===== config.mk =====
export PLATFORM = sky130hd
export DESIGN_NAME = rca_acc_64bit
export DESIGN_NICKNAME = d
export VERILOG_FILES = /design/src/rtl/rca_acc_pkg.sv /design/src/rtl/rca_64bit.sv /design/src/rtl/rca_acc_64bit.sv
export SDC_FILE = /design/constraint.sdc
export NUM_CORES = 1
export LEC_CHECK = 0
export ABC_AREA = 1
export CAP_MARGIN = 20
export CELL_PAD_IN_SITES_DETAIL_PLACEMENT = 0
export CELL_PAD_IN_SITES_GLOBAL_PLACEMENT = 2
export CORE_ASPECT_RATIO = 0.6
export CORE_MARGIN = 5
export CORE_UTILIZATION = 31
export DETAILED_ROUTE_END_ITERATION = 10
export GPL_TIMING_DRIVEN = 0
export PLACE_DENSITY_LB_ADDON = 0.1
export SYNTH_ARGS = -nofsm -noshare
export SYNTH_HDL_FRONTEND = slang
export SYNTH_HIERARCHICAL = 1
export SYNTH_SLANG_ARGS = --single-unit

===== constraint.sdc =====
create_clock -name clk -period 61.1 [get_ports clk]
set_input_delay 18.33 -clock clk [delete_from_list [all_inputs] [get_ports clk]]
set_output_delay 18.33 -clock clk [all_outputs]
set_load 0.02 [all_outputs]

===== src/rtl/rca_acc_pkg.sv =====
// Shared types and constants for the rca_acc_64bit accumulator stage.
// Optional build macro used by the stage: RCA_ACC_SATURATE_EN.
package rca_acc_pkg;

    // Accumulator FSM: collecting operands, or holding a finished result.
    typedef enum logic {
        ACCUM = 1'b0,
        DONE  = 1'b1
    } state_t;

    localparam int              DATA_W  = 64;
    localparam logic [63:0]     SAT_VAL = 64'hFFFF_FFFF_FFFF_FFFF;

endpackage


===== src/rtl/rca_64bit.sv =====
// Combinational 64-bit ripple-carry adder: sum = a + b + cin, cout = carry out.
module rca_64bit (
    input  logic [63:0] a,
    input  logic [63:0] b,
    input  logic        cin,
    output logic [63:0] sum,
    output logic        cout
);

    logic [64:0] c;

    assign c[0] = cin;

    // One full-adder cell per bit; the carry ripples from bit 0 upwards.
    for (genvar i = 0; i < 64; i++) begin : g_fa
        assign sum[i]   = a[i] ^ b[i] ^ c[i];
        assign c[i + 1] = (a[i] & b[i]) | (c[i] & (a[i] ^ b[i]));
    end

    assign cout = c[64];

endmodule


===== src/rtl/rca_acc_64bit.sv =====
// Registered accumulator around rca_64bit: sums BURST_LEN operand beats
// (each with its own carry-in) and presents the total with a sticky
// overflow flag on a valid/ready output.
// Build macro RCA_ACC_SATURATE_EN: when defined, the accumulator clamps to
// all-ones once any carry-out has been seen in the burst.
module rca_acc_64bit
    import rca_acc_pkg::*;
#(
    parameter  int BURST_LEN = 4,
    localparam int CNT_W     = $clog2(BURST_LEN + 1)
) (
    input  logic              clk,
    input  logic              rst_n,
    input  logic              clear,
    input  logic              in_valid,
    output logic              in_ready,
    input  logic [63:0]       in_data,
    input  logic              in_cin,
    output logic              out_valid,
    input  logic              out_ready,
    output logic [63:0]       out_sum,
    output logic              out_ovf,
    output logic [CNT_W-1:0]  beat_cnt
);

    state_t              state_q;
    state_t              state_d;
    logic [DATA_W-1:0]   acc_q;
    logic [DATA_W-1:0]   acc_next;
    logic [DATA_W-1:0]   add_sum;
    logic                add_cout;
    logic                ovf_q;
    logic                live_q;
    logic [CNT_W-1:0]    cnt_q;
    logic                accept;
    logic                last_beat;

    rca_64bit u_adder (
        .a    (acc_q),
        .b    (in_data),
        .cin  (in_cin),
        .sum  (add_sum),
        .cout (add_cout)
    );

    assign accept    = in_valid && in_ready && !clear;
    assign last_beat = (cnt_q == CNT_W'(BURST_LEN - 1));

`ifdef RCA_ACC_SATURATE_EN
    assign acc_next = (add_cout || ovf_q) ? SAT_VAL : add_sum;
`else
    assign acc_next = add_sum;
`endif

    // Holds in_ready low until the first clock edge after reset release.
    // NOTE: every register uses <= so all flops update from pre-edge values.
    always_ff @(posedge clk or negedge rst_n) begin
        if (!rst_n) live_q <= 1'b0;
        else        live_q <= 1'b1;
    end

    // FSM state register.
    always_ff @(posedge clk or negedge rst_n) begin
        if (!rst_n) state_q <= ACCUM;
        else        state_q <= state_d;
    end

    // Next-state and handshake outputs; clear always forces ACCUM.
    // NOTE: defaults first so no path leaves an output unassigned (no latches).
    always_comb begin
        state_d   = state_q;
        in_ready  = 1'b0;
        out_valid = 1'b0;
        case (state_q)
            ACCUM: begin
                in_ready = live_q;
                if (in_valid && live_q && last_beat) state_d = DONE;
            end
            DONE: begin
                out_valid = 1'b1;
                if (out_ready) state_d = ACCUM;
            end
            default: state_d = ACCUM;
        endcase
        if (clear) state_d = ACCUM;
    end

    // Accumulator, sticky overflow and beat counter.
    always_ff @(posedge clk or negedge rst_n) begin
        if (!rst_n) begin
            acc_q <= '0;
            ovf_q <= 1'b0;
            cnt_q <= '0;
        end else if (clear) begin
            acc_q <= '0;
            ovf_q <= 1'b0;
            cnt_q <= '0;
        end else if (accept) begin
            acc_q <= acc_next;
            ovf_q <= ovf_q | add_cout;
            cnt_q <= cnt_q + CNT_W'(1);
        end else if (out_valid && out_ready) begin
            acc_q <= '0;
            ovf_q <= 1'b0;
            cnt_q <= '0;
        end
    end

    assign out_sum  = acc_q;
    assign out_ovf  = ovf_q;
    assign beat_cnt = cnt_q;

endmodule


=== After elaboration in Yosys (flattened, before gate mapping) ===
Index checks and enable logic that the tools add are counted.

* Register bits: 70
* Input port bits: 70
* Output and inout bits: 70
* Word-level logic and storage cells: 351

* Add/sub/neg operators: 1
* Equality and inequality tests: 1
* Muxes and demuxes: 15
* Bitwise logic cells: 322
* Reduce and logical (&&, ||, !) cells: 7

{| class="wikitable"
|+ Operators by type and width
! kind !! number
|-
| two-way mux 64 bit || 3
|-
| bitwise AND 1 bit || 128
|-
| bitwise XOR 1 bit || 128
|-
| OR 1 bit || 65
|-
| two-way mux 3 bit || 3
|-
| two-way mux 1 bit || 8
|-
| logical AND 1 bit || 5
|-
| adder 3 x 1 -> 3 bit, second input constant || 1
|-
| == test 3 x 2 -> 1 bit, second input constant || 1
|-
| nonzero test 3 bit || 1
|-
| case mux 1 bit (2 select lines) || 1
|-
| zero test 1 bit || 1
|-
| inverter 1 bit || 1
|}

=== Depth between registers and ports, before layout ===
* Depth in word-level cells: 132
* Depth in mapped cells: 71
* Gate-level depth less buffers: 71

=== Cells and area by module ===
The synthesis kept the hierarchy.

{| class="wikitable"
|+ Modules (own cells, without submodules)
! module !! times used !! cells an instance !! area each (um^2) !! seq. area each (um^2)
|-
| rca_acc_64bit || 1 || 327 || 3064.2 || 1751.7
|-
| rca_64bit || 1 || 74 || 1318.8 || 0.0
|}

=== Least setup slack after synthesis ===
Ideal clock, no wire load.

* Path kind: input to register
* From: input port in_data[0]
* To: register acc_q[63], in the netlist out_sum[63]
* Library setup time: 0.067 ns
* Arrival time: 42.752 ns
* Required time: 61.033 ns
* Slack: 18.282 ns
* Stages on the path: 70
* Buffers on the path: 0
* Cell sequence: fa_1 -> fa_1 -> fa_1 -> fa_1 -> fa_1 -> fa_1 -> fa_1 -> fa_1 -> fa_1 -> fa_1 -> fa_1 -> fa_1 -> fa_1 -> fa_1 -> fa_1 -> fa_1 -> inv_1 -> fa_1 -> [... 34 more ...] -> fa_1 -> fa_1 -> fa_1 -> fa_1 -> fa_1 -> fa_1 -> fa_1 -> fa_1 -> fa_1 -> fa_1 -> fa_1 -> fa_1 -> fa_1 -> inv_1 -> fa_1 -> inv_1 -> nand4_1 -> nand2_1

* Longest elaborated chain between the ends: 130
* Elaborated cells on any way between the ends: 131
* Classes of those cells: mux: 2; bitwise: 129

{| class="wikitable"
|+ RTL lines
! element !! RTL line !! source
|-
| start, declared || rca_acc_64bit.sv:17 || <nowiki>input logic [63:0] in_data,</nowiki>
|-
| bitwise XOR 1 bit || rca_64bit.sv:17 || <nowiki>assign c[i + 1] = (a[i] & b[i]) | (c[i] & (a[i] ^ b[i]));</nowiki>
|-
| bitwise AND 1 bit || rca_64bit.sv:17 ||
|-
| OR 1 bit * || rca_64bit.sv:17 ||
|-
| bitwise AND 1 bit * || rca_64bit.sv:17 ||
|-
| OR 1 bit * || rca_64bit.sv:17 ||
|-
| bitwise AND 1 bit * || rca_64bit.sv:17 ||
|-
| OR 1 bit * || rca_64bit.sv:17 ||
|-
| bitwise AND 1 bit * || rca_64bit.sv:17 ||
|-
| [... 115 more ...] || -- ||
|-
| bitwise AND 1 bit * || rca_64bit.sv:17 ||
|-
| OR 1 bit * || rca_64bit.sv:17 ||
|-
| bitwise AND 1 bit * || rca_64bit.sv:17 ||
|-
| OR 1 bit * || rca_64bit.sv:17 ||
|-
| bitwise XOR 1 bit * || rca_64bit.sv:16 || <nowiki>assign sum[i] = a[i] ^ b[i] ^ c[i];</nowiki>
|-
| via acc_next[63] || rca_acc_64bit.sv:29 || <nowiki>logic [DATA_W-1:0] acc_next;</nowiki>
|-
| two-way mux 64 bit * || rca_acc_64bit.sv:98 || <nowiki>end else if (accept) begin</nowiki>
|-
| two-way mux 64 bit * || rca_acc_64bit.sv:94 || <nowiki>end else if (clear) begin</nowiki>
|-
| end signal, assigned || rca_acc_64bit.sv:99 || <nowiki>acc_q <= acc_next;</nowiki>
|-
| end, declared || rca_acc_64bit.sv:28 || <nowiki>logic [DATA_W-1:0] acc_q;</nowiki>
|}

The timed path passes the listed nets; every way through them passes the cells marked *.
A chain may end at the register's enable or synchronous reset.

=== Final worst setup path ===
Same ends and word-level chain as after synthesis.

==> run metrics <==
clock-pin slew on the worst setup and hold paths=0.06 ns; Die Ht=102 um; DRC=0; Placed Cells=732; CTS tree=yes; fin cells=747; Worst path slowest cell=fa_1; post-synthesis average cell area=10.9 um^2; initial antenna violation count=0; clock skew=0.00525 ns; Antenna Nets Post-Route=0; synth warn=6; crit path buf inv count=5; total of max-cap violations=0; Setup crit start kind=primary input; setup bufs post-CTS=0; number of global-route vias before repair=3,831; area taken by multi-input logic gates=0.00238 mm^2; HP Start=out_ovf; register area share after synthesis=0.400; grt ovf=0; Detail Placement HPWL=9930 um; P_sw=0.0436 mW; syn nets=537; Post-CTS Hold Fix Bufs=0; critical path required time=61.37 ns; min Tclk post-route=44.29 ns; r2r startpoint=out_sum[0]; fin crit share=0.725; layout cell share with drive strength beyond 1=0.0883; die area=0.0167 mm^2; fillcell total=1,269; router iterations before antenna repair=4; Total Routing Usage GR=0.169; crit end category=flip-flop; slowest stage delay, CP=0.44 ns; WHS Endpoint=out_ovf; Via density=4.88; RSZ-0062 raised after global routing=no; CP arrival=44.56 ns; DRT Wirelength=13,300 um; P_int=0.0971 mW; switching fraction of total power=0.310; final setup fails=0; row cnt=33; first-pass GRT wire length=21,800 um; setup_tns=0 ns; r2r setup slk=34.80 ns; nets@finish=687; Final Power=0.141 mW; CTS Buffer Depth=2; Min-Delay Path Class=reg2reg; Worst slew margin=0.626; Crit Path Max Fanout=1; Max VDD drop=0.0000125 V; Post-Syn Instances=401; crit path kind=in2reg; Worst R2R End=out_sum[63]; status=completed; Clk pwr share=0.349; Top Ports=140; starting density of the core=0.319; root buffer cell=clkbuf_16; Synth cell types=20; total CTS buffers=9; f_max=22.6 MHz; htree depth=3; Iteration-0 DRC Markers=178; register area=0.00175 mm^2; Sink Count=70; Flop pwr share=0.383; Hold Crit Depth=2; clk_lat worst skew=0.33 ns; Die X=164 um; final hold violations=0; Pwr per Cell Area=22.3 mW/mm^2; Post-CTS Resized=0; Core ar.=0.0137 mm^2; CP most frequent cell=fa_1; GPL Wtd Cong=0.718; WL/cell=17.8 um; Slew @ Worst Pin=0.562 ns; largest net degree at the start of global routing=44; Vias=3,642; Final Slew Violations=0; r2r worst-path depth=70; Area growth syn-to-layout=43.8%; Static Leak=2.98 nW; flops & latches, synth=70; Synth Cell Area=0.00438 mm^2; delay-heaviest family, CP=adder cells; combinational power share=0.268; # diodes=0; post-layout util=0.459; Buffers on Ports=138
[metal layers]
| layer | vias to the layer above | global-route usage | wire length (um) |
|---|---|---|---|
| met2 | 112 | 0.236 | 5590 |
| met1 | 1846 | 0.257 | 6730 |
| li1 | 1674 | - | - |
| met4 | 0 | 0.0329 | 102 |
| met5 | - | 0 | 0 |
| met3 | 10 | 0.0540 | 882 |
[flip-flops by register name, indices dropped and copies added, names as in the netlist]
name,cells
beat_cnt,3
live_q,1
out_ovf,1
out_sum,64
state_q,1
[worst max-delay path by stage]
stage,startpoint,cells past startpoint,end,slack [ns]
floorplan,in_data[0],70,out_sum[63],18.28
global placement,in_data[0],71,out_sum[63],16.69
detailed placement,in_data[0],71,out_sum[63],16.51
CTS,in_data[0],71,out_sum[63],16.79
global route,in_data[0],71,out_sum[63],15.99
finish,in_data[0],71,out_sum[63],16.81
[worst reg2reg max path, delay by kind of cell (launching register included)]
family | cells | cell delay [ns]
buffers and inverters | 4 | 0.27
AND/OR/NAND/NOR | 2 | 0.19
adder cells (fa/ha/maj) | 64 | 25.39
flip-flops | 1 | 0.41
[cell type report]
type,count,share of cell area
multi-input combinational,279,0.378
sequential,70,0.278
timing repair buffer,139,0.223
clock buffer,11,0.0401
tap,192,0.0381
buffer,36,0.0298
inverter,16,0.00953
clock inverter,4,0.00357
[cells by family after synthesis]
family	synth area share
AND/OR/NAND/NOR	0.241
flip-flops	0.400
adder cells (fa/ha/maj)	0.298
buffers and inverters	0.0565
AO/OA/AOI/OAI	0.00371
other	0.000856
[stage by stage]
stage	instance area, um^2	hold slack (ns)	setup WS, ns
2_1_floorplan	4380	0.625	18.28
3_3_place_gp	6000	0.518	16.69
3_5_place_dp	6030	0.520	16.51
4_1_cts	6300	0.537	16.79
5_1_grt	6300	0.548	15.99
6_report	6300	0.536	16.81
[cells in the final DEF, fill, tap and decap left out, types with 2 or more instances in the layout]
master | netlist | routed
nand4_1 | 67 | 67
clkbuf_16 | 0 | 9
buf_2 | 21 | 21
fa_1 | 64 | 64
nor2_1 | 2 | 2
ha_1 | 2 | 2
clkbuf_1 | 8 | 8
buf_4 | 3 | 4
buf_1 | 2 | 2
inv_1 | 14 | 14
nand2_1 | 70 | 70
dfrtp_1 | 70 | 70
clkdlybuf4s50_1 | 0 | 137
inv_2 | 2 | 2
nand3_1 | 68 | 68
buf_6 | 2 | 2
clkbuf_8 | 0 | 2
clkinv_2 | 0 | 3
[Yosys cell counts]
cell | n | area (um^2)
buf_2 | 21 | 105
ha_1 | 2 | 25.0
nor2_4 | 1 | 11.3
nand3_1 | 68 | 340
buf_6 | 2 | 22.5
nand2_1 | 70 | 263
nand3_2 | 1 | 10.0
buf_1 | 2 | 7.51
inv_1 | 14 | 52.6
fa_1 | 64 | 1280
buf_4 | 3 | 22.5
conb_1 | 1 | 3.75
nor2_1 | 2 | 7.51
clkbuf_1 | 8 | 30.0
a21oi_2 | 1 | 8.76
or2_2 | 1 | 6.26
inv_2 | 2 | 7.51
dfrtp_1 | 70 | 1750
nand4_1 | 67 | 419
o21a_1 | 1 | 7.51
[power groups by stage]
stage / logic, mW / clock network, mW / registers [mW]
3_3_place_gp: 0.0373 / 0 / 0.0548
5_1_grt: 0.0419 / 0.0531 / 0.0548
4_1_cts: 0.0381 / 0.0505 / 0.0541
6_report: 0.0377 / 0.0491 / 0.0539
2_1_floorplan: 0.0141 / 0 / 0.0584
3_5_place_dp: 0.0374 / 0 / 0.0548
No activity file was read; power rests on OpenSTA's default activity.
